[config.mk]
export PLATFORM = sky130hd
export DESIGN_NAME = fu_issue_ctrl
export DESIGN_NICKNAME = d
export VERILOG_FILES = /design/src/rtl/fu_issue_ctrl.sv
export SDC_FILE = /design/constraint.sdc
export NUM_CORES = 1
export LEC_CHECK = 0
export CELL_PAD_IN_SITES_DETAIL_PLACEMENT = 1
export CELL_PAD_IN_SITES_GLOBAL_PLACEMENT = 2
export CORE_ASPECT_RATIO = 1.75
export CORE_MARGIN = 2
export CORE_UTILIZATION = 23
export DETAILED_ROUTE_END_ITERATION = 7
export GPL_TIMING_DRIVEN = 0
export PLACE_DENSITY_LB_ADDON = 0.12
export SKIP_CTS_REPAIR_TIMING = 1
export SYNTH_ARGS = -nofsm -noshare
export SYNTH_HDL_FRONTEND = slang
export SYNTH_SLANG_ARGS = --single-unit
[constraint.sdc]
create_clock -name clk -period 1.6 [get_ports clk]
set_input_delay 0.16 -clock clk [delete_from_list [all_inputs] [get_ports clk]]
set_output_delay 0.16 -clock clk [all_outputs]
set_load 0.005 [all_outputs]
[src/rtl/fu_issue_ctrl.sv]
// fu_issue_ctrl: issue/stall controller for multi-cycle functional units.
// An instruction that needs a multi-cycle unit freezes fetch. The unit gets a
// one-cycle start pulse, the controller waits for that unit's done flag (or a
// timeout), and the result then goes to the regfile through the wb_* port.
//
// Ports
//   clk, rst_n      rising-edge clock, asynchronous active-low reset
//   issue_valid     decoder: current instruction needs a multi-cycle unit
//   issue_unit      unit index of current instruction
//   issue_dst       destination register of current instruction
//   fu_start        one-cycle start pulse, one bit per unit
//   fu_done         per-unit result valid; only the active unit is sampled
//   fu_result       unit u result at [u*DATA_W +: DATA_W]
//   stall           combinational: hold PC / suppress normal regfile write
//   wb_valid        one-cycle regfile write strobe
//   wb_dst/wb_data  write address / data, qualified by wb_valid
//   busy            controller is not idle
//   err_illegal     one-cycle pulse: issue to a nonexistent unit
//   err_timeout     one-cycle pulse: op aborted after TIMEOUT wait cycles
//   last_lat        wait-cycle count of the last completed op
module fu_issue_ctrl #(
  parameter int unsigned NUM_UNITS = 3,
  parameter int unsigned DATA_W    = 32,
  parameter int unsigned REG_W     = 5,
  parameter int unsigned TIMEOUT   = 64
) (
  input  logic                             clk,
  input  logic                             rst_n,
  input  logic                             issue_valid,
  input  logic [2:0]                       issue_unit,
  input  logic [REG_W-1:0]                 issue_dst,
  output logic [NUM_UNITS-1:0]             fu_start,
  input  logic [NUM_UNITS-1:0]             fu_done,
  input  logic [NUM_UNITS*DATA_W-1:0]      fu_result,
  output logic                             stall,
  output logic                             wb_valid,
  output logic [REG_W-1:0]                 wb_dst,
  output logic [DATA_W-1:0]                wb_data,
  output logic                             busy,
  output logic                             err_illegal,
  output logic                             err_timeout,
  output logic [$clog2(TIMEOUT+1)-1:0]     last_lat
);

  localparam int unsigned CNT_W = $clog2(TIMEOUT + 1);

  typedef enum logic [1:0] {
    S_IDLE = 2'd0,
    S_WAIT = 2'd1,
    S_WB   = 2'd2
  } state_t;

  state_t           state_q;
  logic [2:0]       unit_q;
  logic [REG_W-1:0] dst_q;
  logic [CNT_W-1:0] cnt_q;

  logic             issue_legal_c;
  logic             done_sel_c;
  logic [DATA_W-1:0] result_sel_c;

  // Unit index compared one bit wider so NUM_UNITS=8 still fits.
  assign issue_legal_c = issue_valid && ({1'b0, issue_unit} < 4'(NUM_UNITS));

  // Select done/result of the latched unit; other units are ignored.
  always_comb begin
    done_sel_c   = 1'b0;
    result_sel_c = '0;
    for (int unsigned u = 0; u < NUM_UNITS; u++) begin
      if (unit_q == 3'(u)) begin
        done_sel_c   = fu_done[u];
        result_sel_c = fu_result[u*DATA_W +: DATA_W];
      end
    end
  end

  // Stall asserts in the issue cycle itself so the PC never runs ahead.
  assign stall = ((state_q == S_IDLE) && issue_legal_c) || (state_q == S_WAIT);
  assign busy  = (state_q != S_IDLE);

  // Control FSM with registered pulses and writeback payload.
  always_ff @(posedge clk or negedge rst_n) begin
    if (!rst_n) begin
      state_q     <= S_IDLE;
      unit_q      <= '0;
      dst_q       <= '0;
      cnt_q       <= '0;
      fu_start    <= '0;
      wb_valid    <= 1'b0;
      wb_dst      <= '0;
      wb_data     <= '0;
      err_illegal <= 1'b0;
      err_timeout <= 1'b0;
      last_lat    <= '0;
    end else begin
      fu_start    <= '0;
      wb_valid    <= 1'b0;
      err_illegal <= 1'b0;
      err_timeout <= 1'b0;
      case (state_q)
        S_IDLE: begin
          if (issue_legal_c) begin
            unit_q   <= issue_unit;
            dst_q    <= issue_dst;
            cnt_q    <= CNT_W'(1);
            fu_start <= NUM_UNITS'(1) << issue_unit;
            state_q  <= S_WAIT;
          end else if (issue_valid) begin
            err_illegal <= 1'b1;
          end
        end
        S_WAIT: begin
          // A done on the final allowed cycle still wins over the timeout.
          if (done_sel_c) begin
            wb_data  <= result_sel_c;
            wb_dst   <= dst_q;
            wb_valid <= 1'b1;
            last_lat <= cnt_q;
            state_q  <= S_WB;
          end else if (cnt_q == CNT_W'(TIMEOUT)) begin
            err_timeout <= 1'b1;
            state_q     <= S_IDLE;
          end else begin
            cnt_q <= cnt_q + CNT_W'(1);
          end
        end
        S_WB: begin
          // Next instruction is evaluated in the following IDLE cycle.
          state_q <= S_IDLE;
        end
        default: begin
          state_q <= S_IDLE;
        end
      endcase
    end
  end

endmodule
==> results_dict.tcl <==
set metrics [dict create \
    synthArstFlopShare_pct 100.0 \
    initial_utilization_pct 23.60 \
    antenna_left 0 \
    synthCells 303 \
    fmax_mhz 554.9 \
    ys_types 33 \
    drt_iter0_markers 46 \
    critical_path.max_fanout 10 \
    fin_skew_ps 8.133 \
    yosys_warnings 0 \
    ys_top_cells_by_count "dfrtp_1 (67), nand2_1 (51), mux2_4 (39)" \
    clock-root-buffer "clkbuf_16" \
    die_h_um 167.6 \
    fin_ws_ps -202.1 \
    htreeDepth 3 \
    multi_input_area_um2 1713 \
    setup_viol 49 \
    cts_sinks 67 \
    grt_pass1_vias 3283 \
    critical_path_class "reg2reg" \
    core_um2 14910 \
    wl_per_cell_um 17.91 \
    dieArea_um2 16350 \
    grt_pass1_wl_mm 18.96 \
    finalHoldViolations 0 \
    rows 59 \
    clk_pin_slew_ps 60 \
    power_density_nw_per_um2 1668 \
    finalWorstPathRequiredPeriod_ps 1802 \
    via_per_inst 4.368 \
    first_pass_iters 4 \
    numCtsBuffers 9 \
    min_path_type "in2async" \
    ys_seq_area_share_pct 47.64 \
    insertion_delay_ps 330 \
    synthesis.area_um2 3520 \
    nets 604 \
    failed_checks "negative setup slack" \
    startpoint "unit_q[1]$_DFFE_PN0P_" \
    clockBufferDepth 2 \
    vdd_drop_max_v 0.0005781 \
    worstReg2RegStart "unit_q[1]$_DFFE_PN0P_" \
    die_x_um 97.51 \
    antenna_found_initial 0 \
    grt_max_degree 65 \
    cap_violations 0 \
    port_buffers 161 \
    crit_required_ps 1810 \
    slew_viol_final 0 \
    status "finished, violations left" \
    cts_tree "built" \
    grt-ovfl-total 0 \
    leakage_nw 2.522 \
    end_kind "flop" \
    grtUsageTotal_pct 14.97 \
    dp_hpwl_mm 9.124 \
    synth-edff-count 0 \
    n_antenna_cell 0 \
    drive_above_1_share_pct 20.72 \
    arrival_ps 2010 \
    netlist.area_leader.share_pct 47.64 \
    syn_to_final_growth_pct 68.22 \
    worstMarginPinSlew_ps 543.9 \
    power_mw 9.875 \
    rsz0062_at_grt "yes" \
    cp-start-kind "flop" \
    num_vias 2970 \
    holdWs_ps 170.1 \
    yosysTopAreaCell "dfrtp_1" \
    syn_nets 415 \
    synth.most_common_cell "dfrtp_1" \
    num_io_pins 162 \
    period_share_pct 112.6 \
    drt_wl_total_mm 12.18 \
    synth-main-ff-cell "dfrtp_1" \
    seq_area_um2 1679 \
    post-route-drc-count 0 \
    synthTopCellsByArea "dfrtp_1 (48%), mux2_4 (17%), mux2i_1 (9.1%)" \
    syn_avg_cell_area_um2 11.62 \
    place.gp.congestion 0.7665 \
    slew_headroom_pct 63.74 \
    fillerInstances 1644 \
    synth_seq_cells 67 \
]
per-stage QoR:
step	setup TNS (ps)	util, %	area [µm²]	cells	worst slack [ps]
finish	-8600	39.70	5921	680	-202.1
global route	-11950	39.70	5921	680	-267.9
CTS	-17410	38.17	5692	664	-748.6
detailed placement	-18390	36.13	5388	648	-622.6
global placement	-166140	35.96	5363	647	-2239
floorplan	-2696	-	3522	303	-69.93
kinds of logic after synthesis:
group           synth area share [%]
compound gates                 8.745
fa+ha+maj                     0.7109
buf+inv                        5.190
flops                          47.64
mux                            27.34
simple gates                   10.38
report_power, final:
part | switching, mW | internal [mW] | leakage [nW]
logic | 1.98 | 3.07 | 1.53
registers | 0.422 | 2.39 | 0.841
clock network | 0.768 | 1.25 | 0.148
total | 3.17 | 6.71 | 2.52
worst max-delay path, cell delays in order (launching register included):
cell and delay [ps]:
dfrtp_1 340, buf_6 120, mux2i_4 250, a2bb2oi_4 220
nor2_4 60, nand2_4 110, clkinv_8 110, buf_12 170
mux2_4 300
sequential cells by signal, summed over array words and instances, names as in the netlist:
| name | count |
|---|---|
| wb_data | 32 |
| dst_q | 5 |
| state_q | 2 |
| cnt_q | 7 |
| unit_q | 3 |
| fu_start | 3 |
| wb_valid | 1 |
| last_lat | 7 |
| wb_dst | 5 |
| err_timeout | 1 |
| err_illegal | 1 |
cell type report:
cell class | instances | area share (%)
sequential | 67 | 28.36
buffer | 18 | 2.895
clock inverter | 6 | 1.099
clock buffer | 10 | 4.036
tap | 183 | 3.867
inverter | 7 | 0.6551
multi-input combinational | 211 | 28.93
timing repair buffer | 178 | 30.16
layer usage:
| metal | track usage [%] | part of all wire (%) | vias to the layer above |
|---|---|---|---|
| met5 | 0 | 0 | - |
| met4 | 4.589 | 1.8 | 0 |
| met3 | 3.881 | 4.8 | 13 |
| met2 | 27.74 | 56 | 85 |
| met1 | 16.55 | 38 | 1442 |
| li1 | - | - | 1430 |
cell usage in the layout, fill, tap and decap left out, types with 5 or more instances in the layout:
| master | n |
|---|---|
| o21ai_0 | 37 |
| or3_1 | 5 |
| mux2_4 | 39 |
| mux2i_1 | 32 |
| o21ai_1 | 5 |
| clkbuf_16 | 10 |
| a21oi_1 | 5 |
| dfrtp_1 | 65 |
| buf_4 | 14 |
| inv_1 | 6 |
| clkbuf_1 | 6 |
| nand2_1 | 51 |
| clkdlybuf4s50_1 | 158 |
final timing paths:
check	end	slack, ps	cells after the start
setup / recovery	last_lat[5]$_DFFE_PN0P_	-200	8
hold / removal	wb_data[29]$_DFFE_PN0P_	170	2
setup reg to reg	last_lat[5]$_DFFE_PN0P_	-200	8
hold reg to reg	dst_q[0]$_DFFE_PN0P_	470	2
max in group asynchronous	last_lat[6]$_DFFE_PN0P_	910	3
min in group clk	dst_q[2]$_DFFE_PN0P_	360	3
Power figures use the tool's default switching activity.
